File: config.mk
export PLATFORM = sky130hd
export DESIGN_NAME = scrub_rate_monitor_flat
export DESIGN_NICKNAME = d
export VERILOG_FILES = /design/src/rtl/scrub_rate_monitor_if.sv /design/src/rtl/scrub_rate_monitor.sv /design/src/flat_wrapper.sv
export SDC_FILE = /design/constraint.sdc
export NUM_CORES = 2
export LEC_CHECK = 0
export CAP_MARGIN = 15
export CORE_MARGIN = 2
export CORE_UTILIZATION = 45
export CTS_BUF_LIST = sky130_fd_sc_hd__clkbuf_8
export DETAILED_ROUTE_END_ITERATION = 8
export SYNTH_ARGS = -nofsm -noshare
export SYNTH_HDL_FRONTEND = slang
export SYNTH_SLANG_ARGS = --single-unit
File: constraint.sdc
create_clock -name clk_i -period 44.6 [get_ports clk_i]
set_input_delay 11.15 -clock clk_i [delete_from_list [all_inputs] [get_ports clk_i]]
set_output_delay 11.15 -clock clk_i [all_outputs]
set_load 0.01 [all_outputs]
File: src/rtl/scrub_rate_monitor_if.sv
// Register request/response port of scrub_rate_monitor.
// Requests are single-cycle; responses pulse one cycle later.
interface scrub_rate_monitor_if #(
  parameter int ADDR_WIDTH = 4,
  parameter int DATA_WIDTH = 32
);
  logic                  req_valid_i;
  logic                  req_write_i;
  logic [ADDR_WIDTH-1:0] req_addr_i;
  logic [DATA_WIDTH-1:0] req_wdata_i;
  logic                  rsp_ready_o;
  logic                  rsp_error_o;
  logic [DATA_WIDTH-1:0] rsp_rdata_o;

  modport master (
    output req_valid_i, req_write_i,
    output req_addr_i, req_wdata_i,
    input  rsp_ready_o, rsp_error_o,
    input  rsp_rdata_o
  );

  modport slave (
    input  req_valid_i, req_write_i,
    input  req_addr_i, req_wdata_i,
    output rsp_ready_o, rsp_error_o,
    output rsp_rdata_o
  );
endinterface

File: src/rtl/scrub_rate_monitor.sv
// Per-channel bit-flip interval EMA monitor with
// sticky maskable alarm and a register port.
module scrub_rate_monitor #(
  parameter int NUM_CH      = 4,
  parameter int SCRUB_WIDTH = 32,
  parameter int CNT_WIDTH   = 32,
  parameter int EMA_SHIFT   = 3,
  parameter int ADDR_WIDTH  = 4,
  parameter int DATA_WIDTH  = 32
) (
  input  logic                          clk_i,
  input  logic                          rst_i,
  input  logic [NUM_CH*SCRUB_WIDTH-1:0] scrub_i,
  scrub_rate_monitor_if.slave           bus,
  output logic                          irq_o
);
  typedef enum logic [1:0] {
    IDLE, ARMED, TRACKING
  } ch_state_e;

  localparam logic [31:0] LAST = 32'(3 + 2 * NUM_CH);
  localparam logic [CNT_WIDTH-1:0] CMAX = '1;
  localparam logic [DATA_WIDTH-1:0] ERR_DATA =
    DATA_WIDTH'(32'hDEADBEEF);

  logic [NUM_CH*SCRUB_WIDTH-1:0] scrub_q;
  logic [NUM_CH-1:0]    ev;
  ch_state_e            state_q [NUM_CH];
  ch_state_e            state_d [NUM_CH];
  logic [CNT_WIDTH-1:0] cnt_q [NUM_CH];
  logic [CNT_WIDTH-1:0] cnt_d [NUM_CH];
  logic [CNT_WIDTH-1:0] avg_q [NUM_CH];
  logic [CNT_WIDTH-1:0] avg_d [NUM_CH];
  logic [CNT_WIDTH-1:0] evc_q [NUM_CH];
  logic [CNT_WIDTH-1:0] evc_d [NUM_CH];
  logic [CNT_WIDTH-1:0] smp   [NUM_CH];
  logic [NUM_CH-1:0]    chk_q, chk_d;
  logic [NUM_CH-1:0]    set, w1c;
  logic [NUM_CH-1:0]    irq_en_q, irq_en_d;
  logic [NUM_CH-1:0]    status_q, status_d;
  logic [CNT_WIDTH-1:0] thr_q, thr_d;
  logic                 en_q, en_d;
  logic                 rsp_ready_q, rsp_ready_d;
  logic                 rsp_error_q, rsp_error_d;
  logic [DATA_WIDTH-1:0] rdata_q, rdata_d;

  logic [ADDR_WIDTH-1:0] addr_n;
  logic [31:0]           addr;
  logic [DATA_WIDTH-1:0] wdata;
  logic is_rd, is_wr, bad, wr_ok, clr;

  assign addr_n = bus.req_addr_i;
  assign addr   = 32'(addr_n);
  assign wdata  = bus.req_wdata_i;
  assign is_wr  = bus.req_valid_i & bus.req_write_i;
  assign is_rd  = bus.req_valid_i & ~bus.req_write_i;
  assign bad    = (addr > LAST) |
                  (bus.req_write_i & (addr >= 32'd4));
  assign wr_ok  = is_wr & ~bad;

  always_comb begin
    ev = '0;
    for (int c = 0; c < NUM_CH; c++)
      ev[c] = |scrub_q[c*SCRUB_WIDTH +: SCRUB_WIDTH];
  end

  // Writes take effect at the sampling edge, so the
  // channel update below sees the new EN/CLR.
  always_comb begin
    en_d     = en_q;
    clr      = 1'b0;
    irq_en_d = irq_en_q;
    thr_d    = thr_q;
    w1c      = '0;
    if (wr_ok) begin
      case (addr)
        32'd0: begin
          en_d = wdata[0];
          clr  = wdata[1];
        end
        32'd1: irq_en_d = wdata[NUM_CH-1:0];
        32'd2: w1c      = wdata[NUM_CH-1:0];
        32'd3: thr_d    = wdata[CNT_WIDTH-1:0];
        default: ;
      endcase
    end
  end

  always_comb begin
    rsp_ready_d = bus.req_valid_i & ~bad;
    rsp_error_d = bus.req_valid_i & bad;
    rdata_d     = rdata_q;
    if (is_rd) begin
      rdata_d = '0;
      if (bad) begin
        rdata_d = ERR_DATA;
      end else begin
        case (addr)
          32'd0: rdata_d[0] = en_q;
          32'd1: rdata_d[NUM_CH-1:0] = irq_en_q;
          32'd2: rdata_d[NUM_CH-1:0] = status_q;
          32'd3: rdata_d[CNT_WIDTH-1:0] = thr_q;
          default: ;
        endcase
        for (int c = 0; c < NUM_CH; c++) begin
          if (addr == 32'(4 + c))
            rdata_d[CNT_WIDTH-1:0] = avg_q[c];
          if (addr == 32'(4 + NUM_CH + c))
            rdata_d[CNT_WIDTH-1:0] = evc_q[c];
        end
      end
    end
  end

  always_comb begin
    state_d = state_q;
    cnt_d   = cnt_q;
    avg_d   = avg_q;
    evc_d   = evc_q;
    chk_d   = '0;
    for (int c = 0; c < NUM_CH; c++) begin
      smp[c] = (cnt_q[c] == CMAX) ? CMAX
                                  : cnt_q[c] + 1'b1;
      if (clr) begin
        state_d[c] = IDLE;
        cnt_d[c]   = '0;
        avg_d[c]   = '0;
        evc_d[c]   = '0;
      end else if (en_d) begin
        if (ev[c]) begin
          cnt_d[c] = '0;
          if (evc_q[c] != CMAX)
            evc_d[c] = evc_q[c] + 1'b1;
          unique case (state_q[c])
            IDLE: state_d[c] = ARMED;
            ARMED: begin
              avg_d[c]   = smp[c];
              state_d[c] = TRACKING;
              chk_d[c]   = 1'b1;
            end
            TRACKING: begin
              avg_d[c] = avg_q[c]
                       - (avg_q[c] >> EMA_SHIFT)
                       + (smp[c] >> EMA_SHIFT);
              chk_d[c] = 1'b1;
            end
            default: state_d[c] = IDLE;
          endcase
        end else if (state_q[c] != IDLE &&
                     cnt_q[c] != CMAX) begin
          cnt_d[c] = cnt_q[c] + 1'b1;
        end
      end
    end
  end

  // Alarm is judged once per freshly updated average.
  always_comb begin
    set = '0;
    for (int c = 0; c < NUM_CH; c++)
      set[c] = chk_q[c] & (avg_q[c] < thr_q);
    status_d = (status_q & ~w1c) | set;
  end

  always_ff @(posedge clk_i or posedge rst_i) begin
    if (rst_i) begin
      scrub_q     <= '0;
      en_q        <= 1'b0;
      irq_en_q    <= '0;
      status_q    <= '0;
      thr_q       <= '0;
      chk_q       <= '0;
      rsp_ready_q <= 1'b0;
      rsp_error_q <= 1'b0;
      rdata_q     <= '0;
      for (int c = 0; c < NUM_CH; c++) begin
        state_q[c] <= IDLE;
        cnt_q[c]   <= '0;
        avg_q[c]   <= '0;
        evc_q[c]   <= '0;
      end
    end else begin
      scrub_q     <= scrub_i;
      en_q        <= en_d;
      irq_en_q    <= irq_en_d;
      status_q    <= status_d;
      thr_q       <= thr_d;
      chk_q       <= chk_d;
      rsp_ready_q <= rsp_ready_d;
      rsp_error_q <= rsp_error_d;
      rdata_q     <= rdata_d;
      state_q     <= state_d;
      cnt_q       <= cnt_d;
      avg_q       <= avg_d;
      evc_q       <= evc_d;
    end
  end

  assign bus.rsp_ready_o = rsp_ready_q;
  assign bus.rsp_error_o = rsp_error_q;
  assign bus.rsp_rdata_o = rdata_q;
  assign irq_o = |(status_q & irq_en_q);
endmodule
File: src/flat_wrapper.sv
// flat-port wrapper written by rule: the top's interface ports become plain ports
module scrub_rate_monitor_flat 
#(
  parameter int NUM_CH      = 4,
  parameter int SCRUB_WIDTH = 32,
  parameter int CNT_WIDTH   = 32,
  parameter int EMA_SHIFT   = 3,
  parameter int ADDR_WIDTH  = 4,
  parameter int DATA_WIDTH  = 32
)
  (clk_i, rst_i, scrub_i, irq_o, bus_req_valid_i, bus_req_write_i, bus_req_addr_i, bus_req_wdata_i, bus_rsp_ready_o, bus_rsp_error_o, bus_rsp_rdata_o);
  scrub_rate_monitor_if #(.ADDR_WIDTH(ADDR_WIDTH), .DATA_WIDTH(DATA_WIDTH)) bus_i ();
  input  logic clk_i;
  input  logic rst_i;
  input  logic [NUM_CH*SCRUB_WIDTH-1:0] scrub_i;
  output logic irq_o;
  input wire logic [$bits(bus_i.req_valid_i)-1:0] bus_req_valid_i;
  input wire logic [$bits(bus_i.req_write_i)-1:0] bus_req_write_i;
  input wire logic [$bits(bus_i.req_addr_i)-1:0] bus_req_addr_i;
  input wire logic [$bits(bus_i.req_wdata_i)-1:0] bus_req_wdata_i;
  output wire logic [$bits(bus_i.rsp_ready_o)-1:0] bus_rsp_ready_o;
  output wire logic [$bits(bus_i.rsp_error_o)-1:0] bus_rsp_error_o;
  output wire logic [$bits(bus_i.rsp_rdata_o)-1:0] bus_rsp_rdata_o;
  assign bus_i.req_valid_i = bus_req_valid_i;
  assign bus_i.req_write_i = bus_req_write_i;
  assign bus_i.req_addr_i = bus_req_addr_i;
  assign bus_i.req_wdata_i = bus_req_wdata_i;
  assign bus_rsp_ready_o = bus_i.rsp_ready_o;
  assign bus_rsp_error_o = bus_i.rsp_error_o;
  assign bus_rsp_rdata_o = bus_i.rsp_rdata_o;
  scrub_rate_monitor #(.NUM_CH(NUM_CH), .SCRUB_WIDTH(SCRUB_WIDTH), .CNT_WIDTH(CNT_WIDTH), .EMA_SHIFT(EMA_SHIFT), .ADDR_WIDTH(ADDR_WIDTH), .DATA_WIDTH(DATA_WIDTH)) u_core (.clk_i(clk_i), .rst_i(rst_i), .scrub_i(scrub_i), .bus(bus_i), .irq_o(irq_o));
endmodule
Word level (Yosys, flattened, before mapping)
Cells that the tools add are included.
{"block": "op_classes", "bitwise_logic": 17, "eq_ne": 35, "n_reduce_logical": 57, "add_sub_neg": 16, "n_lt_le_gt_ge": 6, "muxes": 102}
{"operator": "two-way mux 32 bit", "count": 57}
{"operator": "adder 32 x 1 -> 32 bit (second input constant)", "count": 8}
{"operator": "!= test 32 bit (second input constant)", "count": 8}
{"operator": "case mux 32 bit (2 select lines)", "count": 4}
{"operator": "adder 32 x 29 -> 32 bit", "count": 4}
{"operator": "== test 32 bit (second input constant)", "count": 4}
{"operator": "< comparator 32 bit", "count": 4}
{"operator": "OR reduction 32 bit", "count": 4}
{"operator": "subtractor 32 x 29 -> 32 bit", "count": 4}
{"operator": "AND reduction 3 bit", "count": 12}
{"operator": "zero test 32 bit", "count": 1}
{"operator": "two-way mux 28 bit", "count": 1}
{"operator": "nonzero test 2 bit", "count": 13}
{"operator": "two-way mux 2 bit", "count": 12}
{"operator": "case mux 2 bit (3 select lines)", "count": 4}
{"operator": "nonzero test 3 bit", "count": 8}
{"operator": "two-way mux 1 bit", "count": 20}
{"operator": "== test 4 x 3 -> 1 bit (second input constant)", "count": 4}
{"operator": "== test 4 bit (second input constant)", "count": 4}
{"operator": "AND reduction 2 bit", "count": 6}
{"operator": "AND 1 bit", "count": 10}
{"operator": "case mux 3 bit (3 select lines)", "count": 1}
{"operator": "AND 4 bit", "count": 2}
{"operator": "== test 2 x 1 -> 1 bit (second input constant)", "count": 4}
{"operator": "other kinds (16)", "count": 34}
{"block": "totals", "out_inout_bits": 35, "in_bits": 168, "regBits": 599}

Longest topological paths before layout
{"block": "logic_depth", "depth_word": 11, "depth_mapped": 23, "mapped_depth_nobuf": 21}

Least setup slack after synthesis
OpenSTA, ideal clock, no wires.
{"block": "synth_timing", "path_type": "in2reg", "startpoint": "input bus_req_addr_i[2]", "endpoint": "register u_core.evc_q[28] (netlist name)", "arrival_time_ps": 13402, "setup_slack_ps": 31120, "n_path_buf": 1, "stages": 10, "setup_time_ps": 78, "required_ps": 44522, "cell_sequence": "buf_2 -> and4bb_1 -> and3_4 -> o22ai_4 -> a21oi_4 -> o2111ai_4 -> or3_1 -> or3_4 -> or3_1 -> a21oi_1"}
{"block": "synth_via", "elab_chain_cells": 8}
{"element": "start: declaration", "line_no": "flat_wrapper.sv:19", "rtl": "input wire logic [$bits(bus_i.req_addr_i)-1:0] bus_req_addr_i;"}
{"element": ">= comparator 4 x 3 -> 1 bit", "line_no": "scrub_rate_monitor.sv:58", "rtl": "(bus.req_write_i & (addr >= 32'd4));"}
{"element": "AND 1 bit", "line_no": "scrub_rate_monitor.sv:58"}
{"element": "OR 1 bit", "line_no": "scrub_rate_monitor.sv:57", "rtl": "assign bad = (addr > LAST) |"}
{"element": "inverter 1 bit", "line_no": "scrub_rate_monitor.sv:59", "rtl": "assign wr_ok = is_wr & ~bad;"}
{"element": "AND 1 bit", "line_no": "scrub_rate_monitor.sv:59"}
{"element": "two-way mux 1 bit", "line_no": "scrub_rate_monitor.sv:75", "rtl": "if (wr_ok) begin"}
{"element": "nonzero test 2 bit (no source line)"}
{"element": "AND reduction 3 bit (no source line)"}
{"element": "end signal: assignment", "line_no": "scrub_rate_monitor.sv:195", "rtl": "evc_q <= evc_d;"}
{"element": "end: declaration", "line_no": "scrub_rate_monitor.sv:34", "rtl": "logic [CNT_WIDTH-1:0] evc_q [NUM_CH];"}
Parallel ways exist; a longest one is shown, timed or not.
A chain may end at the register's enable or synchronous reset.

Worst setup path in the final report
{"block": "layout_timing", "startpoint": "input bus_req_addr_i[3]", "endpoint": "register u_core.evc_q[115] (netlist name)"}
The elaborated chain is that of the path after synthesis.

==> flow_metrics.py <==
metrics = {
    "yosys": {
        "synth_cells": 4534,
        "ys_ff_latch": 599,
        "synthDistinctLibCells": 90,
        "yosysTopAreaCellShare_pct": 37.0,
        "seq_area_frac_synth_pct": 37.0,
        "syn_nets": 5091,
        "synthMostInstantiatedCell": "dfrtp_1",
        "yosysTopAreaCell": "dfrtp_1",
        "ys.warnings.count": 0,
        "synthTopCellsByCount": "dfrtp_1, nand2_1, nor2_1",
        "synth.top_cells.by_area": "dfrtp_1, ha_1, fa_1",
        "synth-edff-count": 0,
        "syn_area_per_cell_um2": 8.94,
        "synth_async_sr_flop_share_pct": 100,
        "synth_area_um2": 40500,
        "synth-main-ff-cell": "dfrtp_1",
    },
    "floorplan": {
        "die_y_um": 304,
        "core_um2": 89600,
        "start_util_pct": 45.2,
        "ios": 203,
        "row_count": 110,
        "dieArea_um2": 92500,
        "die_w_um": 304,
    },
    "timing": {
        "clock_skew_ps": 85.0,
        "finalMaxSlewViolations": 0,
        "slew_headroom_pct": 21.2,
        "worst-slew-pin-transition_ps": 1170,
        "fin_crit_sh_pct": 33.1,
        "fmax_mhz": 67.7,
        "final-hold-violation-count": 0,
        "setup_ws_ps": 29820,
        "rsz0062_at_grt": "false",
        "period_minus_slack_ps": 14780,
        "finalSetupViolCount": 0,
        "setup_tns_ps": 0,
    },
    "detailed_routing": {
        "firstDrtPassIters": 8,
        "wl_per_cell_um": 22.3,
        "routed_wl_um": 132000,
        "post-route-drc-count": 0,
        "ant_nets": 0,
        "vias_per_cell": 5.91,
        "drtIter0Drc": 3851,
        "vias": 35100,
    },
    "worst_setup_path": {
        "worstSetupEndpointType": "flop",
        "r2r_cells": 20,
        "worstSetupPathType": "in -> reg",
        "crit_path_start_kind": "input pin",
        "crit_chain": "clkdlybuf4s50_1 -> and4bb_1 -> and3_4 -> buf_4 -> buf_4 -> a21oi_2 -> nor2_1 -> nand4_1 -> xor2_1 -> nor2_1",
        "cpPeakStageDelay_ps": 830,
        "timing.rr.end": "u_core.avg_q[62]$_DFFE_PP0P_",
        "worstPathRequired_ps": 45220,
        "arrival_ps": 15400,
        "regToRegSetupSlack_ps": 38130,
        "cp_slowest_cell": "nor2_1",
        "rr_startpoint": "u_core.cnt_q[32]$_DFFE_PP0P_",
        "critPathMaxFanout": 58,
    },
    "placed_design": {
        "placed_cells": 5752,
        "pre_cts_slack_ps": 29090,
        "numPortBuffers": 202,
        "dpl.hpwl_um": 99500,
        "place_congestion": 0.966,
    },
    "global_route": {
        "grt_max_degree": 93,
        "grt_pass1_wl_um": 203000,
        "overflow": 0,
        "grt_usage_pct": 28.3,
        "antenna_found_initial": 4,
        "grt_pass1_vias": 33200,
    },
    "layout": {
        "nNetsFinal": 5243,
        "fin_util_pct": 51.1,
        "fillers": 8441,
        "areaGrowthSynthToFinish_pct": 13.0,
        "drive_above_1_share_pct": 5.67,
        "multiInputGateArea_um2": 23900,
        "stdcell_count": 5941,
        "ff_latch_area_um2": 15000,
    },
    "worst_hold_path": {
        "hp-class": "reg -> reg",
        "hold_path_end": "u_core.bus.rsp_rdata_o[20]$_DFFE_PP0P_",
        "hold_path_depth": 2,
        "worstHoldStart": "u_core.bus.rsp_rdata_o[20]$_DFFE_PP0P_",
    },
    "cts": {
        "cts_buffer_depth": 3,
        "holdBufCountCts": 0,
        "cts_sinks": 599,
        "insertion_delay_ps": 830,
        "h-tree-depth": 3,
        "post_cts_buffers": 0,
        "cts.clk_slew.worst_paths_ps": 60,
        "cts_made_buffers": 107,
        "ctsResizeCount": 0,
        "root_buffer": "clkbuf_8",
        "cts_tree": "yes",
    },
    "pwr": {
        "peakVddDrop_uv": 33.8,
        "switchingPower_uw": 1360,
        "power_per_cell_area_nw_per_um2": 64.4,
        "clkPwrFrac_pct": 17.7,
        "seqPwrFrac_pct": 27.0,
        "p_leak_uw": 0.0210,
        "swShare_pct": 46.2,
        "p_comb_share_pct": 55.3,
        "intPower_uw": 1590,
    },
    "job": {
        "maxCapViolCount": 0,
    },
    "run_status": {
        "status": "finished, final reports clean",
    },
}
==> worst max path at each step <==
stage / from / endpoint / slack, ps / cells past startpoint
3_3_place_gp: bus_req_addr_i[3] / u_core.evc_q[119]$_DFFE_PP0P_ / 29130 / 10
2_1_floorplan: rst_i / u_core.avg_q[0]$_DFFE_PP0P_ / 16680 / 1
5_1_grt: bus_req_addr_i[3] / u_core.evc_q[115]$_DFFE_PP0P_ / 29610 / 10
4_1_cts: bus_req_addr_i[3] / u_core.evc_q[115]$_DFFE_PP0P_ / 29920 / 10
6_report: bus_req_addr_i[3] / u_core.evc_q[115]$_DFFE_PP0P_ / 29820 / 10
3_5_place_dp: bus_req_addr_i[3] / u_core.evc_q[117]$_DFFE_PP0P_ / 29090 / 10
==> layout make-up <==
| type | count | share of cell area (%) |
|---|---|---|
| timing repair buffer | 252 | 5.25 |
| inverter | 239 | 1.98 |
| sequential | 599 | 32.7 |
| multi-input combinational | 3487 | 52.2 |
| clock buffer | 131 | 3.94 |
| tap | 1176 | 3.21 |
| antenna | 2 | 0.0109 |
| clock inverter | 55 | 0.697 |
==> state kept, by name (all words and copies together) (netlist names) <==
name,count
u_core.thr_q,32
u_core.bus.rsp_ready_o,1
u_core.bus.rsp_rdata_o,32
u_core.cnt_q,128
u_core.status_q,4
u_core.scrub_q,128
u_core.avg_q,128
u_core.state_q,8
u_core.chk_q,4
u_core.en_q,1
u_core.evc_q,128
u_core.bus.rsp_error_o,1
u_core.irq_en_q,4
==> through the flow <==
step / power [uW] / hold WS (ps) / instance area, um^2
after floorplan: 1960 / 465 / 40500
after global placement: 2390 / 464 / 43700
after detailed placement: 2400 / 464 / 43700
after CTS: 2940 / 479 / 45800
after global routing: 3190 / 504 / 45800
final: 2950 / 477 / 45800
==> power groups by stage <==
stage,Combinational [uW],Clock [uW],Sequential (uW)
2_1_floorplan,1250,0,714
3_5_place_dp,1600,0,801
5_1_grt,1830,559,803
6_report,1630,522,797
3_3_place_gp,1590,0,801
4_1_cts,1610,535,792
==> per-layer routing <==
metal  GRT usage, %  vias to the layer above  wire [um]
met5              0                        -          0
met4           10.3                        0       4930
met3           4.76                      247       9260
met2           44.0                     1239      59500
met1           39.8                    17100      58700
li1               -                    16500          -
==> logic make-up after synthesis <==
group,share of synthesized area [%]
AO/OA/AOI/OAI,20.4
XOR/XNOR,6.87
adder cells (fa/ha/maj),14.2
buffers and inverters,4.26
flip-flops,37.0
multiplexers,0.670
AND/OR/NAND/NOR,16.6
==> critical path: cells and delay by family <==
family                 cells  cell delay (ps)
AND/OR/NAND/NOR            5             2140
buffers and inverters      3             1700
XOR/XNOR                   1              180
AO/OA/AOI/OAI              1              160
==> placed cells by master (no fill, tap or decap), types with 37 or more instances in the layout <==
cell / instances
a211oi_1: 65
a21o_1: 85
a21oi_1: 370
a22oi_1: 49
a31oi_1: 48
and3_1: 71
buf_4: 49
clkbuf_8: 131
clkdlybuf4s50_1: 202
dfrtp_1: 599
fa_1: 116
ha_1: 271
inv_1: 268
nand2_1: 475
nand3_1: 133
nand4_1: 83
nor2_1: 399
nor3_1: 40
nor4_1: 37
o21ai_0: 365
o31ai_1: 71
xnor2_1: 139
xor2_1: 179
Note: power is estimated with default switching activity, not from simulation.
